==> src/rtl/nrf24_tx_scheduler_if.sv <==
// Handshake bundle between the payload source, the nRF24 controller and the
// TX scheduler: FIFO write side, controller request/status side, outcome reporting.
interface nrf24_tx_scheduler_if;
    logic        wr_en;
    logic [7:0]  wr_data;
    logic        full;
    logic        empty;
    logic        overflow;
    logic        ctl_ready;
    logic        tx_req;
    logic [7:0]  tx_data;
    logic [7:0]  status_data;
    logic        status_valid;
    logic        sent_pulse;
    logic        drop_pulse;
    logic [15:0] sent_cnt;
    logic [15:0] drop_cnt;
    logic        busy;

    modport master (
        output wr_en, wr_data, ctl_ready, status_data, status_valid,
        input  full, empty, overflow, tx_req, tx_data,
               sent_pulse, drop_pulse, sent_cnt, drop_cnt, busy
    );

    modport slave (
        input  wr_en, wr_data, ctl_ready, status_data, status_valid,
        output full, empty, overflow, tx_req, tx_data,
               sent_pulse, drop_pulse, sent_cnt, drop_cnt, busy
    );
endinterface

==> src/rtl/nrf24_tx_scheduler.sv <==
// Queues payload bytes and feeds them one at a time to the nRF24 controller,
// retrying failed sends after a backoff gap and dropping after MAX_RETRY retries.
module nrf24_tx_scheduler #(
    parameter int FIFO_DEPTH     = 4,
    parameter int MAX_RETRY      = 3,
    parameter int BACKOFF_CYCLES = 5000,
    parameter int TIMEOUT_CYCLES = 1_000_000
) (
    input  logic               clk,
    input  logic               rstn,
    nrf24_tx_scheduler_if.slave bus
);
    localparam int AW   = $clog2(FIFO_DEPTH);
    localparam int RW   = $clog2(MAX_RETRY + 2);
    localparam int TMAX = (TIMEOUT_CYCLES > BACKOFF_CYCLES) ? TIMEOUT_CYCLES : BACKOFF_CYCLES;
    localparam int TW   = $clog2(TMAX + 1);

    localparam logic [AW:0]   CNT_FULL = (AW+1)'(FIFO_DEPTH);
    localparam logic [TW-1:0] TO_LAST  = TW'(TIMEOUT_CYCLES - 1);
    localparam logic [TW-1:0] BO_LAST  = TW'(BACKOFF_CYCLES - 1);
    localparam logic [RW-1:0] RETRY_MX = RW'(MAX_RETRY);

    typedef enum logic [2:0] {S_IDLE, S_REQ, S_WAIT, S_EVAL, S_BACKOFF} state_t;
    state_t state, state_nxt;

    logic [7:0]    mem [FIFO_DEPTH];
    logic [AW-1:0] wr_ptr, rd_ptr;
    logic [AW:0]   count;
    logic          push, pop;

    logic [7:0]    tx_data_q, status_q;
    logic [TW-1:0] timer;
    logic [RW-1:0] retry_cnt;
    logic [15:0]   sent_cnt_q, drop_cnt_q;
    logic          overflow_q, sent_q, drop_q;

    logic load, timer_clr, capture, timeout, do_sent, do_drop, retry_inc;
    logic st_ok, bo_done;
    logic status_unused;

    assign bus.full       = (count == CNT_FULL);
    assign bus.empty      = (count == '0);
    assign bus.overflow   = overflow_q;
    assign bus.tx_req     = (state == S_REQ);
    assign bus.tx_data    = tx_data_q;
    assign bus.sent_pulse = sent_q;
    assign bus.drop_pulse = drop_q;
    assign bus.sent_cnt   = sent_cnt_q;
    assign bus.drop_cnt   = drop_cnt_q;
    assign bus.busy       = (state != S_IDLE);

    assign push    = bus.wr_en && !bus.full;
    assign st_ok   = !status_q[4] && status_q[5];
    assign bo_done = (timer >= BO_LAST);
    assign status_unused = ^{status_q[7:6], status_q[3:0]};

    always_ff @(posedge clk)
        if (push) mem[wr_ptr] <= bus.wr_data;

    always_ff @(posedge clk) begin
        if (!rstn) begin
            wr_ptr     <= '0;
            rd_ptr     <= '0;
            count      <= '0;
            overflow_q <= 1'b0;
        end else begin
            if (push) wr_ptr <= wr_ptr + AW'(1);
            if (pop)  rd_ptr <= rd_ptr + AW'(1);
            case ({push, pop})
                2'b10:   count <= count + (AW+1)'(1);
                2'b01:   count <= count - (AW+1)'(1);
                default: count <= count;
            endcase
            overflow_q <= bus.wr_en && bus.full;
        end
    end

    always_comb begin
        state_nxt = state;
        load      = 1'b0;
        timer_clr = 1'b0;
        capture   = 1'b0;
        timeout   = 1'b0;
        pop       = 1'b0;
        do_sent   = 1'b0;
        do_drop   = 1'b0;
        retry_inc = 1'b0;
        case (state)
            S_IDLE:
                if (!bus.empty && bus.ctl_ready) begin
                    load      = 1'b1;
                    state_nxt = S_REQ;
                end
            S_REQ:
                // controller drops ready once it has taken the byte
                if (!bus.ctl_ready) begin
                    timer_clr = 1'b1;
                    state_nxt = S_WAIT;
                end
            S_WAIT:
                if (bus.status_valid) begin
                    capture   = 1'b1;
                    state_nxt = S_EVAL;
                end else if (timer == TO_LAST) begin
                    timeout   = 1'b1;
                    state_nxt = S_EVAL;
                end
            S_EVAL:
                if (st_ok) begin
                    pop       = 1'b1;
                    do_sent   = 1'b1;
                    state_nxt = S_IDLE;
                end else if (retry_cnt < RETRY_MX) begin
                    retry_inc = 1'b1;
                    timer_clr = 1'b1;
                    state_nxt = S_BACKOFF;
                end else begin
                    pop       = 1'b1;
                    do_drop   = 1'b1;
                    state_nxt = S_IDLE;
                end
            S_BACKOFF:
                if (bo_done && bus.ctl_ready) state_nxt = S_REQ;
            default: state_nxt = S_IDLE;
        endcase
    end

    always_ff @(posedge clk) begin
        if (!rstn) begin
            state      <= S_IDLE;
            tx_data_q  <= 8'h00;
            status_q   <= 8'h00;
            timer      <= '0;
            retry_cnt  <= '0;
            sent_cnt_q <= 16'h0000;
            drop_cnt_q <= 16'h0000;
            sent_q     <= 1'b0;
            drop_q     <= 1'b0;
        end else begin
            state  <= state_nxt;
            sent_q <= do_sent;
            drop_q <= do_drop;
            if (load) begin
                tx_data_q <= mem[rd_ptr];
                retry_cnt <= '0;
            end else if (retry_inc) begin
                retry_cnt <= retry_cnt + RW'(1);
            end
            if (capture)      status_q <= bus.status_data;
            else if (timeout) status_q <= 8'h00;
            // one timer serves both the status wait and the backoff gap
            if (timer_clr)
                timer <= '0;
            else if (state == S_WAIT || (state == S_BACKOFF && !bo_done))
                timer <= timer + TW'(1);
            if (do_sent && sent_cnt_q != 16'hFFFF) sent_cnt_q <= sent_cnt_q + 16'd1;
            if (do_drop && drop_cnt_q != 16'hFFFF) drop_cnt_q <= drop_cnt_q + 16'd1;
        end
    end
endmodule

==> src/flat_wrapper.sv <==
// flat-port wrapper written by rule: the top's interface ports become plain ports
module nrf24_tx_scheduler_flat 
#(
    parameter int FIFO_DEPTH     = 4,
    parameter int MAX_RETRY      = 3,
    parameter int BACKOFF_CYCLES = 5000,
    parameter int TIMEOUT_CYCLES = 1_000_000
)
  (clk, rstn, bus_wr_en, bus_wr_data, bus_ctl_ready, bus_status_data, bus_status_valid, bus_full, bus_empty, bus_overflow, bus_tx_req, bus_tx_data, bus_sent_pulse, bus_drop_pulse, bus_sent_cnt, bus_drop_cnt, bus_busy);
  nrf24_tx_scheduler_if bus_i ();
  input  logic clk;
  input  logic rstn;
  input wire logic [$bits(bus_i.wr_en)-1:0] bus_wr_en;
  input wire logic [$bits(bus_i.wr_data)-1:0] bus_wr_data;
  input wire logic [$bits(bus_i.ctl_ready)-1:0] bus_ctl_ready;
  input wire logic [$bits(bus_i.status_data)-1:0] bus_status_data;
  input wire logic [$bits(bus_i.status_valid)-1:0] bus_status_valid;
  output wire logic [$bits(bus_i.full)-1:0] bus_full;
  output wire logic [$bits(bus_i.empty)-1:0] bus_empty;
  output wire logic [$bits(bus_i.overflow)-1:0] bus_overflow;
  output wire logic [$bits(bus_i.tx_req)-1:0] bus_tx_req;
  output wire logic [$bits(bus_i.tx_data)-1:0] bus_tx_data;
  output wire logic [$bits(bus_i.sent_pulse)-1:0] bus_sent_pulse;
  output wire logic [$bits(bus_i.drop_pulse)-1:0] bus_drop_pulse;
  output wire logic [$bits(bus_i.sent_cnt)-1:0] bus_sent_cnt;
  output wire logic [$bits(bus_i.drop_cnt)-1:0] bus_drop_cnt;
  output wire logic [$bits(bus_i.busy)-1:0] bus_busy;
  assign bus_i.wr_en = bus_wr_en;
  assign bus_i.wr_data = bus_wr_data;
  assign bus_i.ctl_ready = bus_ctl_ready;
  assign bus_i.status_data = bus_status_data;
  assign bus_i.status_valid = bus_status_valid;
  assign bus_full = bus_i.full;
  assign bus_empty = bus_i.empty;
  assign bus_overflow = bus_i.overflow;
  assign bus_tx_req = bus_i.tx_req;
  assign bus_tx_data = bus_i.tx_data;
  assign bus_sent_pulse = bus_i.sent_pulse;
  assign bus_drop_pulse = bus_i.drop_pulse;
  assign bus_sent_cnt = bus_i.sent_cnt;
  assign bus_drop_cnt = bus_i.drop_cnt;
  assign bus_busy = bus_i.busy;
  nrf24_tx_scheduler #(.FIFO_DEPTH(FIFO_DEPTH), .MAX_RETRY(MAX_RETRY), .BACKOFF_CYCLES(BACKOFF_CYCLES), .TIMEOUT_CYCLES(TIMEOUT_CYCLES)) u_core (.clk(clk), .rstn(rstn), .bus(bus_i));
endmodule
==> config.mk <==
export PLATFORM = sky130hd
export DESIGN_NAME = nrf24_tx_scheduler_flat
export DESIGN_NICKNAME = d
export VERILOG_FILES = /design/src/rtl/nrf24_tx_scheduler_if.sv /design/src/rtl/nrf24_tx_scheduler.sv /design/src/flat_wrapper.sv
export SDC_FILE = /design/constraint.sdc
export NUM_CORES = 1
export LEC_CHECK = 0
export CORE_ASPECT_RATIO = 0.5
export CORE_MARGIN = 5
export CORE_UTILIZATION = 55
export DETAILED_ROUTE_END_ITERATION = 16
export HOLD_SLACK_MARGIN = 0.02
export PLACE_DENSITY = 0.8
export SYNTH_ARGS = -nofsm -noshare
export SYNTH_HDL_FRONTEND = slang
export SYNTH_SLANG_ARGS = --single-unit
==> constraint.sdc <==
create_clock -name clk -period 3.05 [get_ports clk]
set_clock_uncertainty 0.05 [all_clocks]
set_input_delay 0.305 -clock clk [delete_from_list [all_inputs] [get_ports clk]]
set_output_delay 0.305 -clock clk [all_outputs]
set_load 0.01 [all_outputs]
Word-level counts from Yosys, hierarchy flattened
Memory sizes are Yosys's and may differ from the RTL's. A register that Yosys moved wholly into a read port is not among the register bits.
Index checks and enable logic that the tools add are counted.
{"block": "totals", "romBits": 0, "register_bits": 74, "n_memories": 1, "ram_bits": 32, "output_inout_bits": 47, "latchBits": 0, "input_bits": 21}
{"block": "op_classes", "n_eq_ne": 14, "n_shift": 0, "magnitude_cmp": 2, "multipliers": 0, "n_addsub": 8, "div_mod_pow": 0, "muxes": 32, "n_reduce_logical": 22, "bitwise": 1}
{"name": "u_core.mem", "depth": 4, "word_bits": 8, "rd": 1, "rd_clocked_by_memory_dff": 1, "write_ports": 1, "line_no": "nrf24_tx_scheduler.sv:26", "source": "logic [7:0] mem [FIFO_DEPTH];"}
{"cell": "adder 16 x 1 -> 16 bit, second input constant", "count": 2}
{"cell": "!= test 16 bit, second input constant", "count": 2}
{"cell": "2-to-1 mux 3 bit", "count": 7}
{"cell": "adder 20 x 1 -> 20 bit, second input constant", "count": 1}
{"cell": "equality test 20 bit, second input constant", "count": 1}
{"cell": ">= comparator 20 x 13 -> 1 bit, second input constant", "count": 1}
{"cell": "2-to-1 mux 1 bit", "count": 20}
{"cell": "one-hot mux 3 bit (5 select lines)", "count": 1}
{"cell": "2-to-1 mux 6 bit", "count": 2}
{"cell": "logical AND 1 bit", "count": 8}
{"cell": "adder 3 x 1 -> 3 bit, second input constant", "count": 2}
{"cell": "equality test 3 x 2 -> 1 bit, second input constant", "count": 2}
{"cell": "equality test 3 bit, second input constant", "count": 2}
{"cell": "logical NOT 3 bit", "count": 2}
{"cell": "one-hot mux 3 bit (2 select lines)", "count": 1}
{"cell": "logical NOT 1 bit", "count": 5}
{"cell": "adder 2 x 1 -> 2 bit, second input constant", "count": 2}
{"cell": "!= test 2 x 1 -> 1 bit, second input constant", "count": 2}
{"cell": "AND reduction 4 bit", "count": 1}
{"cell": "nonzero test 2 bit", "count": 2}
{"cell": "OR reduction 2 bit", "count": 2}
{"cell": "equality test 3 x 1 -> 1 bit, second input constant", "count": 1}
{"cell": "less-than comparator 3 x 2 -> 1 bit, second input constant", "count": 1}
{"cell": "!= test 3 x 2 -> 1 bit, second input constant", "count": 1}
{"cell": "8 further kinds", "count": 8}

Logic depth before layout (Yosys ltp)
{"block": "depth", "ltp_word": 6, "ltp_mapped": 11, "ltp_nobuf": 10}

Worst setup path after synthesis
Ideal clock, no wire load.
{"block": "synth_path", "path_type": "reg2reg", "startpoint": "register u_core.count[0]", "endpoint": "register u_core.count[2]", "setup_slack_ns": 0.842, "setup_time_ns": 0.071, "period_less_slack_ns": 2.208, "t_arrival_ns": 2.087, "path_buffers": 1, "stages_incl_launch_ff": 12, "cell_sequence": "dfxtp_1 > inv_1 > and3_1 > nor2b_1 > clkbuf_1 > inv_1 > ha_1 > inv_1 > fa_1 > xor2_1 > or3_1 > a21oi_1"}
{"block": "synth_between", "elab_chain_cells": 5, "elab_cells_between_ends": 9}
{"element": "start, declared", "line_no": "nrf24_tx_scheduler.sv:28", "source": "logic [AW:0] count;"}
{"element": "start signal, assigned", "line_no": "nrf24_tx_scheduler.sv:70", "source": "2'b10: count <= count + (AW+1)'(1);"}
{"element": "start signal, assigned", "line_no": "nrf24_tx_scheduler.sv:71", "source": "2'b01: count <= count - (AW+1)'(1);"}
{"element": "start signal, assigned", "line_no": "nrf24_tx_scheduler.sv:72", "source": "default: count <= count;"}
{"element": "equality test 3 bit *", "line_no": "nrf24_tx_scheduler.sv:41", "source": "assign bus.full = (count == CNT_FULL);"}
{"element": "net bus_full", "line_no": "flat_wrapper.sv:18", "source": "output wire logic [$bits(bus_i.full)-1:0] bus_full;"}
{"element": "logical NOT 1 bit *", "line_no": "nrf24_tx_scheduler.sv:52", "source": "assign push = bus.wr_en && !bus.full;"}
{"element": "logical AND 1 bit *", "line_no": "nrf24_tx_scheduler.sv:52"}
{"element": "equality test 2 x 1 -> 1 bit / equality test 2 bit (equally long branches)", "line_no": "nrf24_tx_scheduler.sv:69", "source": "case ({push, pop})"}
{"element": "one-hot mux 3 bit (2 select lines) / nonzero test 2 bit (equally long branches)"}
The timed path passes the listed nets; every way through them passes the cells marked *.
A chain may end at the register's enable or synchronous reset.

Worst setup path in the final report
{"block": "layout_path", "startpoint": "register u_core.state[1]", "endpoint": "register u_core.count[2]"}
{"block": "layout_between", "elab_chain_cells": 4, "elab_cells_between_ends": 6}
{"element": "start, declared", "line_no": "nrf24_tx_scheduler.sv:24", "source": "state_t state, state_nxt;"}
{"element": "start signal, assigned", "line_no": "nrf24_tx_scheduler.sv:140", "source": "state <= state_nxt;"}
{"element": "equality test 3 x 2 -> 1 bit *", "line_no": "nrf24_tx_scheduler.sv:88", "source": "case (state)"}
{"element": "2-to-1 mux 1 bit *", "line_no": "nrf24_tx_scheduler.sv:88"}
{"element": "net u_core.pop", "line_no": "nrf24_tx_scheduler.sv:29", "source": "logic push, pop;"}
{"element": "equality test 2 x 1 -> 1 bit / equality test 2 bit (equally long branches)", "line_no": "nrf24_tx_scheduler.sv:69"}
{"element": "one-hot mux 3 bit (2 select lines) / nonzero test 2 bit (equally long branches)"}
Marked as above.

==> results by group <==
Run status
  – Outcome: complete, no violations

Timing
  – Relative slew slack: 0.548
  – Crit share post-route: 0.867
  – Fin. Hold Viols: 0
  – Final setup vio count: 0
  – Worst-Margin Slew: 0.674 ns
  – Final worst slack: 0.405 ns
  – Final Max Slew Viols: 0
  – RSZ-0062 raised after global routing: false
  – Sum of negative setup slack: 0 ns
  – Post-layout min period: 2.65 ns
  – FMAX: 378 MHz

Power
  – Power per standard cell area: 522 nW/um^2
  – Worst VDD drop: 388 uV
  – P_leak: 1.95 nW

Synth
  – Post-synth EDFFs: 32
  – Area leader, netlist: dfxtp_1
  – Largest family of logic cells by synthesized area: simple AND/OR/NAND/NOR gates
  – Most common cell in the synthesized netlist: dfxtp_1
  – Post-synthesis area per instance: 9.87 sq um
  – Yosys cell types: 46
  – Compound-Gate Fraction of Synth Area: 0.0752
  – XOR/XNOR share of the synthesized area: 0.0587
  – Async SR Flop Fraction: 0
  – Cells after synthesis: 499
  – Sequential share of the synthesized area: 0.512
  – Post-synth top area share: 0.317
  – Yosys reg bits: 110
  – Ys Warns: 0
  – Simple-gate area share of the yosys netlist: 0.245
  – Area contributors post-synth: dfxtp_1 (32%), edfxtp_1 (20%), xnor2_1 (4.6%), nor2_1 (3.7%), a21oi_1 (3.7%)
  – Synth Flop Type: dfxtp_1
  – Synth cell count leaders: dfxtp_1 (78), nor2_1 (49), nand2_1 (48)
  – Mapped cell area: 4930 sq um
  – Multiplexer area fraction after synthesis: 0.0528
  – Mapped Nets: 530
  – Post-Synth Adder-Cell Area: 0.0269

Clock network
  – Latest clock arrival within the worst-skew pair: 0.35 ns
  – CTS root buf: clkbuf_16
  – Cts bufs inserted: 9
  – Post-CTS setup repair buffer count: 0
  – Hold buffer count at CTS: 0
  – Worst-path clk slew: 0.08 ns
  – Clock buffer depth: 2
  – CTS sink count: 110
  – Post-cts sizing count: 0
  – H-tree depth: 3
  – CTS tree: done

Global route
  – GRT Total Usage: 0.189
  – Initial antenna violation count: 0
  – Vias in the first global route: 3,624
  – Largest net degree at the start of global routing: 48
  – First-pass GRT wire length: 17.1 mm
  – Overflow after GRT: 0

Finish
  – Antenna cells: 0
  – FILL cells: 688
  – Fin util: 0.681
  – Final Net Count: 584
  – Fraction of layout cells with a size suffix above 1: 0.0627
  – Synth-to-Final Area Change: 20.4%

Drt
  – Initial drt markers: 301
  – WL/cell: 14.9 um
  – Drt first pass iters: 5
  – Total Wirelength: 10.1 mm
  – Post-route DRC: 0
  – Vias: 3,829
  – Via density: 5.67
  – Antenna Violating Nets Remaining: 0

Placement
  – DP HPWL: 7.06 mm
  – Buffers on Ports: 61
  – Placer Congestion: 0.870
  – Pre-CTS WS: 0.492 ns

Min path
  – Hold Crit Class: reg2reg

Setup path
  – CP arrival: 2.87 ns
  – Crit start category: register
  – CP cell instances: nand3b_4 -> a21oi_1 -> ha_1 -> inv_1 -> fa_1 -> xor2_1 -> or3_1 -> a21oi_1
  – CP max stage delay: 0.55 ns
  – Critical path class: reg2reg
  – Cell family with most CP delay: adder cells
  – WP buf/inv: 1
  – CP endpoint kind: register
  – Worst path most repeated cell: a21oi_1
  – Crit Path Max Fanout: 10
  – Critical path required time: 3.27 ns
  – Worst path slowest cell: dfxtp_1

Floorplanning
  – Die width: 144 um
  – Count of standard-cell rows: 24
  – Die area: 11,100 sq um
  – Io pins: 68
  – Area of the core: 8710 sq um
  – Die height: 76.9 um
  – Initial Util: 0.566

Job
  – # Max-Cap Violations: 0
[stage by stage]
| stage | instances | cell area [sq um] | hold WS [ns] | power (mW) |
|---|---|---|---|---|
| after floorplan | 499 | 4930 | 0.354 | 1.85 |
| after global placement | 659 | 5630 | 0.393 | 1.95 |
| after detailed placement | 659 | 5630 | 0.397 | 1.97 |
| after CTS | 675 | 5930 | 0.409 | 3.12 |
| after global routing | 675 | 5930 | 0.435 | 3.23 |
| final | 675 | 5930 | 0.405 | 3.10 |
[state kept, by name, summed over array words and instances (netlist names), 2 cells and up]
name and cells:
u_core.bus.tx_data 8, u_core.count 3, u_core.mem 32, u_core.status_q 2, u_core.timer 20, u_core.wr_ptr 2
u_core.retry_cnt 3, u_core.state 3, u_core.rd_ptr 2, u_core.bus.sent_cnt 16, u_core.bus.drop_cnt 16
[area by class of cell]
| type | count | area (sq um) | area share |
|---|---|---|---|
| Timing Repair Buffer | 67 | 656 | 0.110 |
| Tap cell | 117 | 146 | 0.0247 |
| Clock inverter | 7 | 76.3 | 0.0129 |
| Sequential cell | 110 | 2520 | 0.425 |
| Multi-Input combinational cell | 354 | 2270 | 0.382 |
| Clock buffer | 9 | 225 | 0.0380 |
| Inverter | 11 | 41.3 | 0.00696 |
[placed cells by master, fill, tap and decap left out, types with 3 or more instances in the layout]
cell,n
inv_8,3
nor4b_1,5
xnor2_1,26
nor2_1,49
o21ai_0,17
ha_1,9
nand2_1,48
and4_1,5
dfxtp_1,78
xor2_1,7
buf_4,6
o31ai_1,5
a21oi_1,36
nor3_1,16
and2_1,7
nand2b_1,5
mux2i_1,8
or3_1,16
nor3b_1,5
or4_1,9
edfxtp_1,32
clkdlybuf4s50_1,61
nor4_1,9
nand3_1,23
inv_1,10
nand4_1,16
mux4_2,8
and3_1,5
clkbuf_16,9
[power by group]
part	switching [mW]	internal [mW]
combinational	0.193	0.142
sequential	0.0418	1.56
clock	0.578	0.586
[cells by family (layout without fill, tap and decap cells)]
logic type               after synthesis  after routing
multiplexers                          16             16
buffers and inverters                 35             94
AND/OR/NAND/NOR                      228            228
flip-flops                           110            110
AO/OA/AOI/OAI                         67             67
adder cells (fa/ha/maj)               10             10
XOR/XNOR                              33             33
[path summary, 6_finish.rpt]
check	endpoint	from	slack, ns	cells past startpoint
max	u_core.count[2]	u_core.state[1]	0.40	8
min	u_core.bus.tx_data[1]	u_core.bus.tx_data[1]	0.40	2
max reg2reg	u_core.count[2]	u_core.state[1]	0.40	8
min reg2reg	u_core.bus.tx_data[1]	u_core.bus.tx_data[1]	0.40	2
[worst min-delay path: stages (launching register included)]
cell     delay [ns]
dfxtp_1        0.31
nand2_1        0.05
a21oi_1        0.05
[metal layers]
metal,share of wire,GRT usage
met5,0,0
met4,0.0094,0.0423
met3,0.037,0.0423
met2,0.51,0.332
met1,0.44,0.237
No activity file was read; power rests on OpenSTA's default activity.
